File: src/rtl/lcd_ctrl_pkg.sv
// Shared types and constants for the HD44780 write sequencer (lcd_ctrl).
// The power-up init sequence is built only when LCD_CTRL_INIT_EN is defined.
package lcd_ctrl_pkg;

  typedef enum logic [2:0] {
    S_IDLE  = 3'd0,
    S_SETUP = 3'd1,
    S_PULSE = 3'd2,
    S_HOLD  = 3'd3,
    S_WAIT  = 3'd4
`ifdef LCD_CTRL_INIT_EN
    , S_PWRUP      = 3'd5
    , S_INIT_ISSUE = 3'd6
`endif
  } state_t;

  localparam int LCD_RW_BIT = 8;
  localparam int LCD_RS_BIT = 9;
  localparam int LCD_EN_BIT = 10;
  localparam int LCD_ON_BIT = 31;

  localparam logic [7:0] CMD_CLEAR    = 8'h01;
  localparam logic [7:0] CMD_HOME     = 8'h02;
  localparam logic [7:0] CMD_HOME_ALT = 8'h03;
  localparam logic [7:0] CMD_FUNC_SET = 8'h38;
  localparam logic [7:0] CMD_DISP_ON  = 8'h0C;
  localparam logic [7:0] CMD_ENTRY    = 8'h06;

  localparam int INIT_LEN = 4;

  // 4-entry init ROM: 8-bit/2-line, display on, clear, entry increment.
  function automatic logic [7:0] init_cmd(input logic [1:0] idx);
    case (idx)
      2'd0:    return CMD_FUNC_SET;
      2'd1:    return CMD_DISP_ON;
      2'd2:    return CMD_CLEAR;
      default: return CMD_ENTRY;
    endcase
  endfunction

  // Clear and return-home need the long execution wait.
  function automatic logic is_slow_cmd(input logic rs, input logic [7:0] d);
    return (rs == 1'b0) && (d == CMD_CLEAR || d == CMD_HOME || d == CMD_HOME_ALT);
  endfunction

endpackage

File: src/rtl/lcd_ctrl_timer.sv
// Loadable down-counter with zero flag; holds at zero (no wrap-around).
module lcd_ctrl_timer #(
  parameter int unsigned      WIDTH   = 8,
  parameter logic [WIDTH-1:0] RST_VAL = '0
) (
  input  logic             i_clk,
  input  logic             i_rst,
  input  logic             i_load,
  input  logic [WIDTH-1:0] i_load_val,
  output logic             o_zero
);

  localparam logic [WIDTH-1:0] ONE = WIDTH'(1);

  logic [WIDTH-1:0] r_cnt;

  always_ff @(posedge i_clk or posedge i_rst) begin
    if (i_rst) begin
      r_cnt <= RST_VAL;
    end else if (i_load) begin
      r_cnt <= i_load_val;
    end else if (r_cnt != '0) begin
      r_cnt <= r_cnt - ONE;
    end
  end

  assign o_zero = (r_cnt == '0);

endmodule

File: src/rtl/lcd_ctrl.sv
// HD44780 character-LCD write sequencer: setup / EN pulse / hold / exec wait per byte.
// Define LCD_CTRL_INIT_EN to add the power-up wait and built-in init command sequence.
module lcd_ctrl
  import lcd_ctrl_pkg::*;
#(
  parameter int T_AS    = 3,
  parameter int T_PW    = 25,
  parameter int T_H     = 2,
  parameter int T_EXEC  = 2000,
  parameter int T_CLR   = 82000,
  parameter int T_PWRUP = 750000
) (
  input  logic        clk_i,
  input  logic        rst_i,
  input  logic        req_valid_i,
  output logic        req_ready_o,
  input  logic        req_rs_i,
  input  logic [7:0]  req_data_i,
  output logic        busy_o,
  output logic        init_done_o,
  output logic [31:0] lcd_o
);

  localparam int T_MAX = (T_CLR > T_PWRUP) ? T_CLR : T_PWRUP;
  localparam int TW    = $clog2(T_MAX) + 1;

  // Each state lasts (load value + 1) cycles, so load duration minus one.
  localparam logic [TW-1:0] LD_AS   = TW'(T_AS - 1);
  localparam logic [TW-1:0] LD_PW   = TW'(T_PW - 1);
  localparam logic [TW-1:0] LD_H    = TW'(T_H - 1);
  localparam logic [TW-1:0] LD_EXEC = TW'(T_EXEC - 1);
  localparam logic [TW-1:0] LD_CLR  = TW'(T_CLR - 1);

`ifdef LCD_CTRL_INIT_EN
  localparam logic [TW-1:0] LD_PWRUP = TW'(T_PWRUP - 1);
  localparam state_t        ST_RST   = S_PWRUP;
`else
  localparam logic [TW-1:0] LD_PWRUP = '0;
  localparam state_t        ST_RST   = S_IDLE;
`endif

  state_t          r_state;
  state_t          w_next;
  logic            w_accept;
  logic            w_load;
  logic [TW-1:0]   w_load_val;
  logic            w_zero;
  logic            r_rs;
  logic [7:0]      r_data;
  logic            r_en;
  logic            r_on;
  logic            r_ready;
  logic            r_busy;
  logic            r_init_done;
`ifdef LCD_CTRL_INIT_EN
  logic            w_issue;
  logic [2:0]      r_init_idx;
`endif

  lcd_ctrl_timer #(
    .WIDTH   (TW),
    .RST_VAL (LD_PWRUP)
  ) u_timer (
    .i_clk      (clk_i),
    .i_rst      (rst_i),
    .i_load     (w_load),
    .i_load_val (w_load_val),
    .o_zero     (w_zero)
  );

  always_ff @(posedge clk_i or posedge rst_i) begin
    if (rst_i) r_state <= ST_RST;
    else       r_state <= w_next;
  end

  always_comb begin
    w_next   = r_state;
    w_accept = 1'b0;
`ifdef LCD_CTRL_INIT_EN
    w_issue  = 1'b0;
`endif
    case (r_state)
      S_IDLE: begin
        if (req_valid_i && r_ready) begin
          w_accept = 1'b1;
          w_next   = S_SETUP;
        end
      end
      S_SETUP: if (w_zero) w_next = S_PULSE;
      S_PULSE: if (w_zero) w_next = S_HOLD;
      S_HOLD:  if (w_zero) w_next = S_WAIT;
      S_WAIT: begin
        if (w_zero) begin
`ifdef LCD_CTRL_INIT_EN
          w_next = (r_init_idx != 3'(INIT_LEN)) ? S_INIT_ISSUE : S_IDLE;
`else
          w_next = S_IDLE;
`endif
        end
      end
`ifdef LCD_CTRL_INIT_EN
      S_PWRUP: if (w_zero) w_next = S_INIT_ISSUE;
      S_INIT_ISSUE: begin
        w_issue = 1'b1;
        w_next  = S_SETUP;
      end
`endif
      default: w_next = S_IDLE;
    endcase

    // Timer reloads on every state change with the new state's duration.
    w_load = (w_next != r_state);
    case (w_next)
      S_SETUP: w_load_val = LD_AS;
      S_PULSE: w_load_val = LD_PW;
      S_HOLD:  w_load_val = LD_H;
      S_WAIT:  w_load_val = is_slow_cmd(r_rs, r_data) ? LD_CLR : LD_EXEC;
      default: w_load_val = '0;
    endcase
  end

  // Registered outputs; EN trails the PULSE state by one cycle.
  always_ff @(posedge clk_i or posedge rst_i) begin
    if (rst_i) begin
      r_rs        <= 1'b0;
      r_data      <= '0;
      r_en        <= 1'b0;
      r_on        <= 1'b0;
      r_ready     <= 1'b0;
      r_busy      <= 1'b0;
      r_init_done <= 1'b0;
    end else begin
      r_on        <= 1'b1;
      r_en        <= (r_state == S_PULSE);
      r_ready     <= (w_next == S_IDLE);
      r_busy      <= (w_next != S_IDLE);
      r_init_done <= r_init_done | (w_next == S_IDLE);
      if (w_accept) begin
        r_rs   <= req_rs_i;
        r_data <= req_data_i;
      end
`ifdef LCD_CTRL_INIT_EN
      else if (w_issue) begin
        r_rs   <= 1'b0;
        r_data <= init_cmd(r_init_idx[1:0]);
      end
`endif
    end
  end

`ifdef LCD_CTRL_INIT_EN
  always_ff @(posedge clk_i or posedge rst_i) begin
    if (rst_i)        r_init_idx <= '0;
    else if (w_issue) r_init_idx <= r_init_idx + 3'd1;
  end
`endif

  always_comb begin
    lcd_o             = '0;
    lcd_o[7:0]        = r_data;
    lcd_o[LCD_RW_BIT] = 1'b0;
    lcd_o[LCD_RS_BIT] = r_rs;
    lcd_o[LCD_EN_BIT] = r_en;
    lcd_o[LCD_ON_BIT] = r_on;
  end

  assign req_ready_o = r_ready;
  assign busy_o      = r_busy;
  assign init_done_o = r_init_done;

endmodule

File: config.mk
export PLATFORM = sky130hd
export DESIGN_NAME = lcd_ctrl
export DESIGN_NICKNAME = d
export VERILOG_FILES = /design/src/rtl/lcd_ctrl_pkg.sv /design/src/rtl/lcd_ctrl_timer.sv /design/src/rtl/lcd_ctrl.sv
export SDC_FILE = /design/constraint.sdc
export NUM_CORES = 1
export LEC_CHECK = 0
export CAP_MARGIN = 30
export CORE_MARGIN = 4
export CORE_UTILIZATION = 45
export CTS_BUF_LIST = sky130_fd_sc_hd__clkbuf_8
export CTS_CLUSTER_DIAMETER = 60
export CTS_CLUSTER_SIZE = 40
export DETAILED_ROUTE_END_ITERATION = 7
export GPL_ROUTABILITY_DRIVEN = 0
export HOLD_SLACK_MARGIN = 0.05
export PLACE_DENSITY = 0.73
export SYNTH_ARGS = -nofsm -noshare
export SYNTH_HDL_FRONTEND = slang
export SYNTH_SLANG_ARGS = --single-unit
File: constraint.sdc
create_clock -name clk_i -period 2.1 [get_ports clk_i]
set_input_delay 0.42 -clock clk_i [delete_from_list [all_inputs] [get_ports clk_i]]
set_output_delay 0.42 -clock clk_i [all_outputs]
set_load 0.02 [all_outputs]
==> results of run 1 <==
layer usage:
metal	part of all wire [%]	wire length (µm)	vias up
met5	0	0	-
met2	48	2170	69
li1	-	-	801
met4	1.3	60	0
met1	43	1960	818
met3	7.6	346	6
sequential cells by signal, indices dropped and copies added, names as in the netlist:
| name | count |
|---|---|
| r_on | 1 |
| r_rs | 1 |
| r_en | 1 |
| r_state | 3 |
| init_done_o | 1 |
| busy_o | 1 |
| r_data | 8 |
| u_timer.r_cnt | 21 |
| req_ready_o | 1 |
per-stage QoR:
step | hold WS [ns] | worst slack [ns] | instances
after floorplan | 0.505 | 0.166 | 230
after global placement | 0.452 | 0.0722 | 296
after detailed placement | 0.462 | 0.0321 | 296
after CTS | 0.479 | 0.00739 | 304
after global routing | 0.502 | -0.0293 | 310
final | 0.480 | 0.0812 | 310
power groups by stage:
stage                     clock network [µW]  logic [µW]  registers, µW
after floorplan                            0         981           1370
after global placement                     0        1580           1310
after detailed placement                   0        1620           1320
after CTS                                642        1640           1310
after global routing                     680        2070           1360
final                                    625        1910           1310
cell families (layout without fill, tap and decap cells):
logic type,after synthesis,count (layout),share of synthesized area [%]
muxes,12,12,6.27
and+or+nand+nor,72,72,19.9
adders and majority gates,1,1,0.597
DFF,38,38,45.3
AOI/OAI and AO/OA,37,37,11.6
buffers and inverters,36,64,10.9
xor gates and xnor gates,12,12,5.01
other,2,22,0.358
repair_timing:
| action | in CTS | in global routing |
|---|---|---|
| buffers inserted | 0 | 6 |
| hold endpoints to repair | 0 | 0 |
| resized for setup | 1 | 13 |
| endpoints found under the setup margin | 1 | 22 |
| pin swaps | 0 | 4 |
| hold buffers | 0 | 0 |
cells in the final DEF (no fill, tap or decap), types with 2 or more instances in the layout:
cell and count:
buf_4 22, or2_2 2, nand4_1 4, nand2_1 6
o21ai_0 13, a21oi_1 6, nand2_2 2, or3_1 3
buf_6 2, xor2_1 6, dfrtp_1 37, o31ai_1 4
clkbuf_8 5, nor4_2 3, nand3_1 3, inv_1 7
xnor2_1 6, conb_1 22, a311oi_1 3, and2_1 2
mux2i_1 3, nand2b_1 5, a31oi_1 2, mux2_2 9
clkdlybuf4s50_1 25, or4_1 4, nor3_1 5, nor2_1 20
nor4_1 4, clkinvlp_4 2
final timing paths:
| path | slack [ns] | cells past startpoint | endpoint |
|---|---|---|---|
| setup / recovery | 0.08 | 6 | u_timer.r_cnt[4]$_DFFE_PP0P_ |
| hold / removal | 0.48 | 1 | init_done_o$_DFF_PP0_ |
| setup reg to reg | 0.08 | 6 | u_timer.r_cnt[4]$_DFFE_PP0P_ |
| hold reg to reg | 0.48 | 1 | init_done_o$_DFF_PP0_ |
| max in group asynchronous | 1.22 | 3 | u_timer.r_cnt[15]$_DFFE_PP0P_ |
| min in group asynchronous | 0.52 | 3 | r_data[0]$_DFFE_PP0P_ |
final cells by class:
cell class	instances	share of cell area, %
timing repair buffer	49	16.6
inverter	7	0.998
clock buffer	5	2.61
multi-input combinational	156	39.4
tap	52	2.47
clock inverter	3	1.71
sequential	38	36.2
==> results by group, run 1 <==
Status
  – Status: finished, final reports clean

Floorplan
  – Num rows: 24
  – Die Y: ~76 µm
  – Initial core utilization: 47.2%
  – Die X: between 70 and 80 µm
  – Die ar.: 5820 µm²
  – Core area: around 4400 µm²
  – I/O pin total: 47

STA
  – Period utilisation layout: a little under 100%
  – Clock period minus worst slack: 2.02 ns
  – Max-slew violations: 0
  – Hold Violations, Final: 0
  – Final setup viols: 0
  – Max Clock Freq: between 400 and 500 MHz
  – Worst Skew: ~0.010 ns
  – Setup TNS Final: 0 ns

Global routing
  – Met3 Resource Use GR: 4.96%
  – First-pass GRT wire length: 7290 µm
  – Met1 Usage GRT: a little over a fifth
  – Total track usage: about 16%
  – Met2 usage: a little under a quarter
  – Number of global-route vias before repair: 1523
  – Largest net degree at the start of global routing: 39
  – Initial antenna violation count: 0
  – Total grt overflow: 0
  – Gr busiest metal: met2

Yosys
  – Ys Warns: 0
  – Mapped Area: 2100 µm²
  – Avg Synthesized Cell Area: ~10 µm²
  – Number of distinct library cells after synthesis: 43
  – Dominant cells by area after synthesis: dfrtp_1, buf_4, mux2_2
  – Synth Instances: 210
  – Number of flops mapped to enable cells by yosys: 0
  – Synth Flop Type: dfrtp_1
  – Leading area contributor after synthesis: dfrtp_1
  – Sequential fraction of the synthesis area: between 40% and 50%
  – Yosys top cell area share: a little under half
  – #FFs+latches synth: 38
  – Count leader, synth: dfrtp_1
  – FFs w/ async S/R, synth: 100%
  – Post-synth top cells: dfrtp_1, buf_4, nor2_1, o21ai_0, mux2_2

Power
  – Total power: about 3900 µW
  – P_sw: ~1500 µW
  – Sw frac: 39.9%
  – Logic gate share of total power: between 40% and 50%
  – Reg power frac: 34.1%
  – Leak Pwr: between 0.001 and 0.0015 µW
  – Int Pwr: around 2300 µW
  – Pwr per Cell Area: about 1500 nW/µm²
  – Worst vdd ir: around 0.00063 V
  – Clock power frac: between 15 and 20%

Routing
  – Avg WL per Cell: 14.7 µm
  – DR DRC count: 0
  – First-pass detailed-route iteration total: 4
  – Vias: roughly 1700
  – Detail Route Antenna Nets: 0
  – Vias per cell: ~5.5
  – Iteration-0 DRC Markers: about 160
  – Total Wirelength: between 4000 and 5000 µm

Worst setup path
  – CP max stage delay: between 0.5 and 0.6 ns
  – Crit start category: flop
  – CP bufs+invs: 1
  – Top cell family by delay on the critical path: simple AND/OR/NAND/NOR gates
  – Worst Setup SP: u_timer.r_cnt[16]$_DFFE_PP0P_
  – Worst path cell trace: or4_4 > nor3_4 > buf_6 > nand3_4 > or3_4 > a22oi_2
  – Worst-path cell with the longest stage delay: or4_4
  – Critical R2R Launch: u_timer.r_cnt[16]$_DFFE_PP0P_
  – Critical path class: flop to flop
  – Req. time, crit path: 2.32 ns
  – Maximum fanout along the worst path: 6
  – CP Capture Type: flop
  – CP arrival: 2.24 ns

Final layout
  – Finished Cell Area: around 2600 µm²
  – Layout area overhead: 25.5%
  – Final design utilization: between 50% and 60%
  – Area of the multi-input gates: between 1000 and 1500 µm²
  – Fillers: ~380
  – Final nets: 270
  – # diodes: 0
  – Register area: roughly 950 µm²
  – Share of layout cells above drive strength 1: between 20% and 30%

Min path
  – Min-delay src: init_done_o$_DFF_PP0_
  – Class of the worst hold path: flop to flop

CTS
  – CTS tree: yes
  – CTS Sinks: 38
  – Worst-path clk slew: around 0.08 ns
  – Num CTS Buffers: 5
  – CTS max path bufs: 2
  – CTS Root Cell: clkbuf_8
  – Worst-Skew Late Latency: 0.30 ns
  – H-tree lvl count: 2

Flow run
  – Max_cap viols: 0

Place
  – IO buf count: 25
  – Area after DPL: 2420 µm²
  – DPL Wire Length: 3250 µm
No activity file was read; power rests on OpenSTA's default activity.
==> run 2, diff against run 1 <==
Settings changed: CORE_UTILIZATION 45 to 38, PLACE_DENSITY 0.73 to default.
==> results by group, run 2 (synthesis results as in run 1) <==
Status
  – Status: finished, final reports clean

STA
  – Final setup viols: 0
  – Max-slew violations: 0
  – Hold Violations, Final: 0
  – RSZ-0062 raised after global routing: true
  – Clock period minus worst slack: between 2 and 2.5 ns
  – Final setup margin: 0.0222 ns
  – Setup TNS Final: 0 ns
  – Period utilisation layout: between 90 and 100%
  – Worst Skew: a little over 0.004 ns
  – Max Clock Freq: 481 MHz

Routing
  – DR DRC count: 0
  – Iteration-0 DRC Markers: between 100 and 150
  – First-pass detailed-route iteration total: 4
  – Total Wirelength: 4400 µm
  – Avg WL per Cell: around 14 µm
  – Detail Route Antenna Nets: 0
  – Vias per cell: roughly 5
  – Vias: roughly 1600

Global routing
  – Number of global-route vias before repair: between 1500 and 2000
  – First-pass GRT wire length: roughly 7200 µm
  – Total grt overflow: 0
  – Total track usage: ~14%
  – Initial antenna violation count: 0
  – Largest net degree at the start of global routing: 39

Final layout
  – Largest reg by FF count: u_timer.r_cnt
  – Top Registers: u_timer.r_cnt (21), r_data (8), r_state (3)
  – Most common cell after layout, fill and taps aside: dfrtp_1
  – Share of layout cells above drive strength 1: between 10% and 20%
  – Layout area overhead: 23.3%
  – Commonest non-fill, non-tap cells in the layout: dfrtp_1, clkdlybuf4s50_1, conb_1
  – # diodes: 0
  – Max FFs per register: 21
  – Final nets: around 270
  – Fin cells: 322

Flow run
  – Max_cap viols: 0

Worst setup path
  – Critical path class: flop to flop
  – Crit start category: flop
  – Req. time, crit path: ~2.3 ns
  – CP Capture Type: flop
  – CP arrival: ~2.3 ns
  – Maximum fanout along the worst path: 6

Power
  – Int Pwr: 2220 µW
  – Sw frac: approximately two fifths
  – P_sw: ~1400 µW
  – Total power: about 3600 µW
  – Pwr per Cell Area: ~1400 nW/µm²
  – Worst vdd ir: ~0.00074 V
  – Logic gate share of total power: 46.7%
  – Leak Pwr: 0.00111 µW
  – Reg power frac: a little over a third
  – Clock power frac: roughly 17%

Floorplan
  – Die Y: about 82 µm
  – Die ar.: 6770 µm²
  – Num rows: 26
  – Die X: slightly above 80 µm
  – I/O pin total: 47
  – Core area: about 5200 µm²
  – Initial core utilization: between 40 and 50%

Min path
  – Class of the worst hold path: flop to flop

CTS
  – Worst-Skew Late Latency: roughly 0.29 ns
  – Worst-path clk slew: around 0.070 ns
  – CTS tree: yes
  – H-tree lvl count: 2
  – Num CTS Buffers: 5
  – Post-CTS Hold Fix Bufs: 0
  – CTS Sinks: 38
  – CTS Root Cell: clkbuf_8
  – CTS max path bufs: 2

Place
  – Dpl cells: roughly 310
  – IO buf count: 25
  – Dpl ws: approximately 0.075 ns
  – DPL Wire Length: approximately 3300 µm
run 2: what timing repair did:
action | in CTS | in global routing
setup endpoints to repair | 0 | 22
setup buffers | 0 | 2
gates resized for setup | 0 | 6
run 2: metal layers:
layer | track usage, % | vias up | wire, µm
met2 | 20.9 | 69 | 1940
met5 | 0 | - | 0
met4 | 4.98 | 0 | 117
met1 | 19.1 | 763 | 2000
li1 | - | 791 | -
met3 | 5.64 | 11 | 345
run 2: layout make-up:
cell class | instances | area (µm²)
fill | 503 | 2650
multi-input combinational | 156 | 1010
sequential | 38 | 951
timing repair buffer | 44 | 397
tap | 70 | 87.6
clock buffer | 6 | 82.6
clock inverter | 1 | 30.0
inverter | 7 | 26.3
run 2: critical path: stages (launching register included):
cell	delay (ns)
dfrtp_1	0.42
or4_4	0.56
nor3_4	0.34
nand3_4	0.16
or3_4	0.37
a22oi_2	0.16
run 2: metrics by stage:
stage	area [µm²]	hold WS [ns]	utilization (%)
after CTS	2550	0.481	48.6
after global routing	2590	0.489	49.4
after detailed placement	2430	0.459	46.5
after global placement	2430	0.450	46.5
after floorplan	2170	0.505	-
final	2590	0.472	49.4
run 2: worst paths after layout:
kind / startpoint / end / slack, ns / cells after the start
max reg2reg: u_timer.r_cnt[16]$_DFFE_PP0P_ / u_timer.r_cnt[4]$_DFFE_PP0P_ / 0.02 / 5
min reg2reg: init_done_o$_DFF_PP0_ / init_done_o$_DFF_PP0_ / 0.47 / 1
min: init_done_o$_DFF_PP0_ / init_done_o$_DFF_PP0_ / 0.47 / 1
max in group asynchronous: rst_i / u_timer.r_cnt[8]$_DFFE_PP0P_ / 1.22 / 3
min in group asynchronous: rst_i / r_on$_DFF_PP0_ / 0.53 / 3
max: u_timer.r_cnt[16]$_DFFE_PP0P_ / u_timer.r_cnt[4]$_DFFE_PP0P_ / 0.02 / 5
run 2: power by group through the flow:
| stage | clock [µW] | combinational [µW] | sequential, µW |
|---|---|---|---|
| floorplan | 0 | 981 | 1370 |
| global placement | 0 | 1580 | 1310 |
| detailed placement | 0 | 1590 | 1310 |
| CTS | 649 | 1610 | 1300 |
| global route | 684 | 1860 | 1350 |
| finish | 630 | 1700 | 1310 |
